## src/rtl/rx_pkg.sv

```systemverilog
// Shared Rx-chain definitions.
// - subc_class_t : subcarrier class tag produced by the demapper
// - ss_decode()  : maps the SS index onto log2(spreading factor) plus an illegal flag
// - SS_MAX       : largest spreading factor, which sizes the group counter
package rx_pkg;

    typedef enum logic [1:0] {
        SC_NULL  = 2'd0,
        SC_DATA  = 2'd1,
        SC_PILOT = 2'd2,
        SC_GUARD = 2'd3
    } subc_class_t;

    localparam int SS_MAX = 4;

    typedef struct packed {
        logic [1:0] shift;    // log2(N)
        logic       illegal;
    } ss_dec_t;

    // 0 -> x1, 1 -> x2, 3 -> x4; any other code falls back to x1 and is flagged.
    function automatic ss_dec_t ss_decode(input logic [3:0] ss);
        ss_dec_t r;
        r.shift   = 2'd0;
        r.illegal = 1'b0;
        case (ss)
            4'd0:    r.shift = 2'd0;
            4'd1:    r.shift = 2'd1;
            4'd3:    r.shift = 2'd2;
            default: r.illegal = 1'b1;
        endcase
        return r;
    endfunction

endpackage

```

## src/rtl/sync_fifo_fwft.sv

```systemverilog
// Single-clock first-word-fall-through FIFO.
// Ports:
//   clk, rst (async, active-low)
//   push/din  : write request and data; accepted when not full, or when full with a pop
//   pop       : read request; dout always shows the head word while !empty
//   empty/full: occupancy flags
module sync_fifo_fwft #(
    parameter int WIDTH = 29,
    parameter int DEPTH = 16
) (
    input  logic             clk,
    input  logic             rst,
    input  logic             push,
    input  logic [WIDTH-1:0] din,
    input  logic             pop,
    output logic [WIDTH-1:0] dout,
    output logic             empty,
    output logic             full
);

    localparam int AW = $clog2(DEPTH);

    // One extra pointer bit distinguishes full from empty.
    logic [AW:0]      wptr_q, rptr_q;
    logic [WIDTH-1:0] mem [DEPTH];
    logic             do_push, do_pop;

    assign empty   = (wptr_q == rptr_q);
    assign full    = (wptr_q[AW] != rptr_q[AW]) && (wptr_q[AW-1:0] == rptr_q[AW-1:0]);
    assign do_pop  = pop && !empty;
    // A pop in the same cycle frees the slot, so a push into a full FIFO still succeeds.
    assign do_push = push && (!full || do_pop);
    assign dout    = mem[rptr_q[AW-1:0]];

    always_ff @(posedge clk or negedge rst) begin
        if (!rst) begin
            wptr_q <= '0;
            rptr_q <= '0;
        end else begin
            if (do_push) wptr_q <= wptr_q + 1'b1;
            if (do_pop)  rptr_q <= rptr_q + 1'b1;
        end
    end

    always_ff @(posedge clk) begin
        if (do_push) mem[wptr_q[AW-1:0]] <= din;
    end

endmodule

```

## src/rtl/subc_despreader.sv

```systemverilog
// Subcarrier despreader: drops null/guard (and, by default, pilot) subcarriers, averages
// groups of 1/2/4 data copies and queues the result towards the soft demodulator.
// Ports:
//   clk, rst (async, active-low)
//   ival/isop/isof/iindex_subc/isubc_i/isubc_q/index_SS_in/index_M_in : tagged input stream
//   oready                  : downstream ready
//   oval/osubc_i/osubc_q/index_M_out/osop/osof : FWFT output word (all zero while !oval)
//   err_ss                  : sticky, illegal SS code seen on a data sample
//   ovf                     : sticky, word dropped because the FIFO was full
// Build option PILOT_OUT_EN adds opilot_val/opilot_i/opilot_q/opilot_sop, a registered copy
// of class-2 samples; without it pilots are simply dropped.
module subc_despreader
    import rx_pkg::*;
#(
    parameter int fft_depth  = 12,
    parameter int FIFO_DEPTH = 16
) (
    input  logic                 clk,
    input  logic                 rst,
    input  logic                 ival,
    input  logic                 isop,
    input  logic                 isof,
    input  logic [1:0]           iindex_subc,
    input  logic [fft_depth-1:0] isubc_i,
    input  logic [fft_depth-1:0] isubc_q,
    input  logic [3:0]           index_SS_in,
    input  logic [2:0]           index_M_in,
    input  logic                 oready,
    output logic                 oval,
    output logic [fft_depth-1:0] osubc_i,
    output logic [fft_depth-1:0] osubc_q,
    output logic [2:0]           index_M_out,
    output logic                 osop,
    output logic                 osof,
`ifdef PILOT_OUT_EN
    output logic                 opilot_val,
    output logic [fft_depth-1:0] opilot_i,
    output logic [fft_depth-1:0] opilot_q,
    output logic                 opilot_sop,
`endif
    output logic                 err_ss,
    output logic                 ovf
);

    localparam int AccW  = fft_depth + 2;
    localparam int CntW  = $clog2(SS_MAX);
    localparam int WordW = 2 * fft_depth + 5;

    typedef logic signed [AccW-1:0] acc_t;

    // Group state
    logic [CntW-1:0] cnt_q;
    logic [1:0]      shift_q;
    logic [2:0]      m_q;
    acc_t            acc_i_q, acc_q_q;
    logic            pend_sop_q, pend_sof_q;
    logic            pend_sop_d, pend_sof_d;

    // Result stage feeding the FIFO
    logic                 push_q;
    logic [fft_depth-1:0] res_i_q, res_q_q;
    logic [2:0]           res_m_q;

    logic err_ss_q, ovf_q;

    // Current-sample decode
    logic            sop_fire, is_data, first, last;
    ss_dec_t         ss_dec;
    logic [1:0]      shift_eff;
    logic [2:0]      m_eff;
    logic [CntW-1:0] cnt_cur, n_last;
    acc_t            in_i, in_q, sum_i, sum_q;

    logic             fifo_pop, fifo_empty, fifo_full;
    logic [WordW-1:0] fifo_din, fifo_dout;

    always_comb begin
        sop_fire  = ival && isop;
        is_data   = ival && (subc_class_t'(iindex_subc) == SC_DATA);
        ss_dec    = ss_decode(index_SS_in);
        // isop restarts grouping, so its own sample is always copy 0.
        first     = sop_fire || (cnt_q == '0);
        cnt_cur   = first ? '0 : cnt_q;
        shift_eff = first ? ss_dec.shift : shift_q;
        m_eff     = first ? index_M_in : m_q;
        n_last    = CntW'((32'd1 << shift_eff) - 32'd1);
        last      = is_data && (cnt_cur == n_last);
        in_i      = acc_t'($signed(isubc_i));
        in_q      = acc_t'($signed(isubc_q));
        sum_i     = first ? in_i : acc_i_q + in_i;
        sum_q     = first ? in_q : acc_q_q + in_q;
    end

    // A write consumes the pending flags, but a fresh isop in the same cycle re-arms them
    // for the next symbol.
    always_comb begin
        pend_sop_d = push_q ? 1'b0 : pend_sop_q;
        pend_sof_d = push_q ? 1'b0 : pend_sof_q;
        if (sop_fire) begin
            pend_sop_d = 1'b1;
            if (isof) pend_sof_d = 1'b1;
        end
    end

    always_ff @(posedge clk or negedge rst) begin
        if (!rst) begin
            cnt_q      <= '0;
            shift_q    <= '0;
            m_q        <= '0;
            acc_i_q    <= '0;
            acc_q_q    <= '0;
            pend_sop_q <= 1'b0;
            pend_sof_q <= 1'b0;
            push_q     <= 1'b0;
            res_i_q    <= '0;
            res_q_q    <= '0;
            res_m_q    <= '0;
            err_ss_q   <= 1'b0;
            ovf_q      <= 1'b0;
        end else begin
            pend_sop_q <= pend_sop_d;
            pend_sof_q <= pend_sof_d;
            push_q     <= last;
            if (is_data) begin
                acc_i_q <= sum_i;
                acc_q_q <= sum_q;
                cnt_q   <= last ? '0 : cnt_cur + CntW'(1);
                if (first) begin
                    shift_q <= ss_dec.shift;
                    m_q     <= index_M_in;
                end
                if (ss_dec.illegal) err_ss_q <= 1'b1;
            end else if (sop_fire) begin
                cnt_q   <= '0;
                acc_i_q <= '0;
                acc_q_q <= '0;
            end
            if (last) begin
                // Arithmetic shift floors; the average always fits back into fft_depth bits.
                res_i_q <= fft_depth'(sum_i >>> shift_eff);
                res_q_q <= fft_depth'(sum_q >>> shift_eff);
                res_m_q <= m_eff;
            end
            if (push_q && fifo_full && !fifo_pop) ovf_q <= 1'b1;
        end
    end

    assign fifo_din = {res_i_q, res_q_q, res_m_q, pend_sop_q, pend_sof_q};
    assign fifo_pop = oval && oready;

    sync_fifo_fwft #(
        .WIDTH (WordW),
        .DEPTH (FIFO_DEPTH)
    ) u_fifo (
        .clk   (clk),
        .rst   (rst),
        .push  (push_q),
        .din   (fifo_din),
        .pop   (fifo_pop),
        .dout  (fifo_dout),
        .empty (fifo_empty),
        .full  (fifo_full)
    );

    // Data outputs are forced to zero while empty so stale/unwritten RAM never shows.
    always_comb begin
        oval = !fifo_empty;
        {osubc_i, osubc_q, index_M_out, osop, osof} = oval ? fifo_dout : '0;
        err_ss = err_ss_q;
        ovf    = ovf_q;
    end

`ifdef PILOT_OUT_EN
    logic                 is_pilot;
    logic                 pilot_pend_q;
    logic                 opilot_val_q, opilot_sop_q;
    logic [fft_depth-1:0] opilot_i_q, opilot_q_q;

    assign is_pilot = ival && (subc_class_t'(iindex_subc) == SC_PILOT);

    always_ff @(posedge clk or negedge rst) begin
        if (!rst) begin
            pilot_pend_q <= 1'b0;
            opilot_val_q <= 1'b0;
            opilot_sop_q <= 1'b0;
            opilot_i_q   <= '0;
            opilot_q_q   <= '0;
        end else begin
            opilot_val_q <= is_pilot;
            opilot_sop_q <= is_pilot && (pilot_pend_q || sop_fire);
            if (is_pilot) begin
                opilot_i_q   <= isubc_i;
                opilot_q_q   <= isubc_q;
                pilot_pend_q <= 1'b0;
            end else if (sop_fire) begin
                pilot_pend_q <= 1'b1;
            end
        end
    end

    assign opilot_val = opilot_val_q;
    assign opilot_sop = opilot_sop_q;
    assign opilot_i   = opilot_i_q;
    assign opilot_q   = opilot_q_q;
`endif

endmodule
```

## config.mk

```make
export PLATFORM = sky130hd
export DESIGN_NAME = subc_despreader
export DESIGN_NICKNAME = d
export VERILOG_FILES = /design/src/rtl/rx_pkg.sv /design/src/rtl/sync_fifo_fwft.sv /design/src/rtl/subc_despreader.sv
export SDC_FILE = /design/constraint.sdc
export NUM_CORES = 1
export LEC_CHECK = 0
export CELL_PAD_IN_SITES_DETAIL_PLACEMENT = 1
export CELL_PAD_IN_SITES_GLOBAL_PLACEMENT = 1
export CORE_AREA = 2 2 223 225
export DETAILED_ROUTE_END_ITERATION = 6
export DIE_AREA = 0 0 225 227
export PLACE_DENSITY = 0.71
export SLEW_MARGIN = 20
export SYNTH_ARGS = -nofsm -noshare
export SYNTH_HDL_FRONTEND = slang
export SYNTH_SLANG_ARGS = --single-unit
```

## constraint.sdc

```tcl
create_clock -name clk -period 3.6 [get_ports clk]
set_input_delay 0.36 -clock clk [delete_from_list [all_inputs] [get_ports clk]]
set_output_delay 0.36 -clock clk [all_outputs]
set_load 0.1 [all_outputs]
```

# Word level (Yosys, flattened, before mapping)
# Memory sizes are Yosys's and may differ from the RTL's.
# Cells that the tools add are included.
totals:
  reg_bits: 77
  mem_bits_rw: 464
  elab_cells: 73
  n_memories: 1
  output_inout_bits: 32
  latch_bits: 0
  inputBits: 39
  rom_bits: 0
classes:
  n_lt_le_gt_ge: 0
  n_reduce_logical: 20
  n_mux: 20
  bitwise: 1
  n_mul: 0
  n_eq_ne: 7
  n_addsub: 6
  shift: 3
  div: 0
memory_table:
  columns: ["memory", "depth", "word_bits", "read_ports", "rd_ports_with_merged_regs", "wr", "line", "source"]
  rows:
  - ["u_fifo.mem", 16, 29, 1, 0, 1, "sync_fifo_fwft.sv:25", "logic [WIDTH-1:0] mem [DEPTH];"]
ops:
  columns: ["operator", "count"]
  rows:
  - ["$mux W14", 5]
  - ["$mux W29", 1]
  - ["$add A14 B12 Y14", 2]
  - ["$sshr A14 B2 Y12", 2]
  - ["$add A5 B1 Y5 const B", 2]
  - ["$mux W2", 5]
  - ["$logic_and A1 B1 Y1", 9]
  - ["$mux W1", 7]
  - ["$eq A5 B5 Y1", 1]
  - ["$eq A4 B1 Y1 const B", 1]
  - ["$eq A4 B2 Y1 const B", 1]
  - ["$eq A4 B4 Y1", 1]
  - ["$logic_not A4 Y1", 1]
  - ["$pmux W2 S2", 1]
  - ["$reduce_bool A2 Y1", 2]
  - ["$logic_not A1 Y1", 3]
  - ["$mux W3", 1]
  - ["$reduce_or A3 Y1", 1]
  - ["$add A2 B1 Y2 const B", 1]
  - ["$eq A2 B1 Y1 const B", 1]
  - ["$eq A2 B2 Y1", 1]
  - ["$logic_not A2 Y1", 1]
  - ["$logic_or A1 B1 Y1", 2]
  - ["$reduce_and A2 Y1", 1]
  - ["4 further kinds", 4]

# Logic depth before layout (Yosys ltp)
logic_depth:
  depth_word: 9
  mapped_depth: 11
  depth_no_buf: 11

# By module
# A second synthesis with hierarchy kept.
unflattened:
  hier_cells: 1377
  hier_area_um2: 23179.7
modules_own_cells:
  columns: ["mod", "seq_area_each_um2", "cells_each", "area_per_inst_um2", "instances"]
  rows:
  - ["sync_fifo_fwft", 14183.6, 779, 18107.4, 1]
  - ["subc_despreader", 1676.6, 598, 5072.4, 1]

# Least setup slack after synthesis
# Ideal clock, no wire load.
synth_timing:
  kind: "register to output"
  startpoint: "reg u_fifo.rptr_q[0]"
  endpoint: "out osubc_i[3]"
  required_time_ns: 3.240
  stages_incl_launch_ff: 7
  path_slack_ns: -0.468
  t_arrival_ns: 3.708
  n_path_buf: 3
  cell_sequence: "dfrtp_1 buf_2 buf_4 buf_2 mux4_2 mux2i_1 a211oi_1"
synth_between:
  elab_chain_cells: 2
synth_lines:
  columns: ["element", "line", "source"]
  rows:
  - ["start: declaration", "sync_fifo_fwft.sv:24", "logic [AW:0] wptr_q, rptr_q;"]
  - ["start signal: assignment", "sync_fifo_fwft.sv:41", "if (do_pop) rptr_q <= rptr_q + 1'b1;"]
  - ["$mem_v2 Z16 W29 / $eq A5 B5 Y1 (equally long branches)", null, null]
  - ["$mux W29 (*)", "subc_despreader.sv:168", "{osubc_i, osubc_q, index_M_out, osop, osof} = oval ? fifo_dout : '0;"]
  - ["end: declaration", "subc_despreader.sv:30", "output logic [fft_depth-1:0] osubc_i,"]
# Mark *: on every way between the ends. The rest lies on a longest branch, timed or not.

# Worst setup path after layout
layout_timing:
  startpoint: "reg u_fifo.rptr_q[0]"
  endpoint: "out osubc_i[11]"
# Same word-level chain as after synthesis.

==> reports/qor.yml <==
run_status:
  status: "finished, final reports clean"
global_route:
  track_usage_pct: 22.9
  grt_pass1_vias: 13900
  grt_start_max_net_pins: 119
  grt_antenna_before_repair: 1
  grt_pass1_wl_um: 86300
  gr-total-overflow: 0
power:
  netSwitchingPower_w: 0.00908
  power.leakage_nw: 9.18
  vdd_drop_max_mv: 0.515
  p_int_w: 0.0144
  switching_share_pct: 38.7
  clockPowerShare_pct: 22.5
  combPwrFrac_pct: 41.0
  p_per_area_nw_per_um2: 870
  power_frac_seq_pct: 36.5
synth:
  yosysSeqAreaShare_pct: 68.7
  avgSynthCellArea_um2: 16.7
  synth_flop_cell: "edfxtp_1"
  synthCells: 1387
  ys_seq_elements: 541
  synthesis.nets: 1459
  synth-simple-area-share_pct: 5.76
  synth_cell_types: 70
  synth_fa_ha_area_share_pct: 1.85
  ys.warnings.count: 0
  synth_compound_area_share_pct: 7.49
  synth_top_family_by_area: "multiplexers"
  ys_async_sr_fraction_pct: 14.2
  synth-xor-area-share_pct: 0.910
  muxShareOfSynthArea_pct: 13.5
  synth_area_um2: 23100
  synth_edf_count: 464
sta:
  period_share_pct: 94.7
  timing.fmax_mhz: 293
  hold_viol: 0
  setup_violations: 0
  slew_headroom_pct: 34.9
  rsz0062_at_grt: "no"
  post-route-min-period_ps: 3410
  final_max_slew_viol_count: 0
  worstMarginPinSlew_ps: 973
  fin_skew_ps: 16.4
cts:
  h-tree-depth: 2
  cts-root-buf: "clkbuf_16"
  cts.sinks: 541
  cts_resized: 0
  clk_latency_ps: 610
  cts_tree: "yes"
  clk_path_buf_depth: 3
  clkTransAtPathRegs_ps: 70
  cts_buffers: 53
worst_setup_path:
  cp_max_fo: 23
  crit_path_start_kind: "flop"
  required_ps: 3240
  crit_path_end_kind: "primary output"
  arrival_ps: 3050
  critPathKind: "flop to primary output"
placement:
  numPlacedInstances: 2043
  gp_congestion: 0.789
  port_buffers: 70
  place_hpwl_um: 34100
detailed_routing:
  vias: 12900
  wl_per_cell_um: 26.3
  drtIter0Drc: 859
  wl_um: 56200
  firstDrtPassIters: 4
  drc_errors: 0
  drtAntennaViolNets: 0
  routed_via_density: 6.03
job:
  max_cap_viol_count: 0
floorplanning:
  core-area_um2: 48500
  initial_core_util_pct: 47.6
  std_cell_rows: 81
  fp.dieArea_um2: 51100
  die_x_um: 225
  dieHeight_um: 227
  ios: 71
cells_and_area:
  drive_above_1_share_pct: 22.3
  stdcell_count: 2141
  multi_input_area_um2: 7120
  fin_nets: 1549
  final_core_util_pct: 55.6
  syn_to_final_growth_pct: 16.8
  fillers: 4365
  regArea_um2: 15900
hold_path:
  worstHoldPathType: "primary input to async pin"
-- flip-flops by register name, indices dropped and copies added (netlist names), 3 cells and up --
register       flops
u_fifo.mem       464
acc_i_q           14
acc_q_q           14
res_i_q           12
res_q_q           12
u_fifo.rptr_q      5
u_fifo.wptr_q      5
m_q                3
res_m_q            3
-- cell type report --
class                      count  area share [%]
clock buffer                  63            5.13
inverter                      19           0.264
sequential                   541            58.8
antenna                        1         0.00927
tap                          622            2.88
timing repair buffer         115            5.61
multi-input combinational    747            26.4
clock inverter                33           0.900
-- power groups by stage --
stage	logic, W	clock network (W)	registers [W]
6_report	0.00962	0.00528	0.00857
5_1_grt	0.0101	0.00559	0.00865
2_1_floorplan	0.00664	0	0.00827
3_3_place_gp	0.00962	0	0.00859
3_5_place_dp	0.00974	0	0.00869
4_1_cts	0.00977	0.00537	0.00856
-- worst paths after layout --
| path | cells after the start | end | slack, ps | from |
|---|---|---|---|---|
| hold reg to reg | 1 | err_ss$_DFFE_PN0P_ | 460 | err_ss$_DFFE_PN0P_ |
| hold / removal | 2 | acc_q_q[9]$_DFFE_PN0P_ | 310 | rst |
| min in group clk | 3 | res_m_q[1]$_DFFE_PN0P_ | 450 | index_M_in[1] |
| max in group asynchronous | 3 | acc_q_q[2]$_DFFE_PN0P_ | 2370 | rst |
| setup / recovery | 6 | osubc_i[11] | 190 | u_fifo.rptr_q[0]$_DFFE_PN0P_ |
| setup reg to reg | 7 | u_fifo.mem[3][14]$_DFFE_PP_ | 490 | u_fifo.wptr_q[2]$_DFFE_PN0P_ |
-- metal layers --
metal | track usage, % | share of wire, %
met1 | 30.8 | 43
met2 | 39.1 | 51
met3 | 2.84 | 4.3
met4 | 7.16 | 2.3
met5 | 0 | 0
-- synth_stat cells, types with 14 or more instances --
cell / number / share of area [%]
a211oi_1: 69 / 2.2
a21oi_1: 45 / 0.97
buf_2: 26 / 0.56
clkbuf_1: 44 / 0.71
dfrtp_1: 77 / 8.3
edfxtp_1: 464 / 60
ha_1: 31 / 1.7
inv_1: 18 / 0.29
mux2i_1: 46 / 2.0
mux4_2: 116 / 11
nand2_1: 87 / 1.4
nand3_1: 34 / 0.74
nor2_1: 53 / 0.86
nor2b_1: 38 / 1.0
nor3_1: 14 / 0.30
o211ai_1: 17 / 0.55
o21ai_0: 56 / 1.2
xnor2_1: 19 / 0.72
-- critical path, cell delays in order, from the launching register on --
cell	delay (ps)
dfrtp_4	470
buf_4	430
mux4_2	550
nor2b_1	150
a211oi_1	420
a211oi_2	160
buf_12	240
-- stage by stage --
stage / setup TNS [ps] / area (µm²) / setup slack, ps / power (W) / hold WS [ps]
finish: 0 / 27000 / 190 / 0.0235 / 314
global route: 0 / 27000 / 35.5 / 0.0244 / 381
CTS: 0 / 27000 / 114 / 0.0237 / 328
detailed placement: 0 / 25300 / 429 / 0.0184 / 414
global placement: 0 / 25300 / 516 / 0.0182 / 420
floorplan: -8240 / 23200 / -95.5 / 0.0149 / 64.4
-- layout by cell type, fill, tap and decap left out, types with 30 or more instances in the layout --
master | Yosys | routed
mux4_2 | 116 | 116
dfrtp_1 | 77 | 73
a21oi_1 | 45 | 45
nand3_1 | 34 | 34
nor2_1 | 53 | 41
clkdlybuf4s50_1 | 0 | 39
buf_4 | 3 | 31
a211oi_2 | 1 | 30
mux2i_1 | 46 | 46
clkbuf_16 | 0 | 54
ha_1 | 31 | 31
a211oi_1 | 69 | 40
edfxtp_1 | 464 | 464
o21ai_0 | 56 | 56
buf_12 | 0 | 44
nor2b_1 | 38 | 37
nand2_1 | 87 | 87
-- repair_timing --
| action | CTS | global route |
|---|---|---|
| buffers inserted | 0 | 0 |
| hold endpoints to repair | 45 | 0 |
| hold buffers | 1 | 0 |
-- cells by family after synthesis --
logic type / count (synthesis)
compound gates: 256
mux: 166
buf+inv: 99
fa+ha+maj: 33
flops: 541
xor+xnor: 24
simple gates: 268
(Power assumes the default switching activity.)
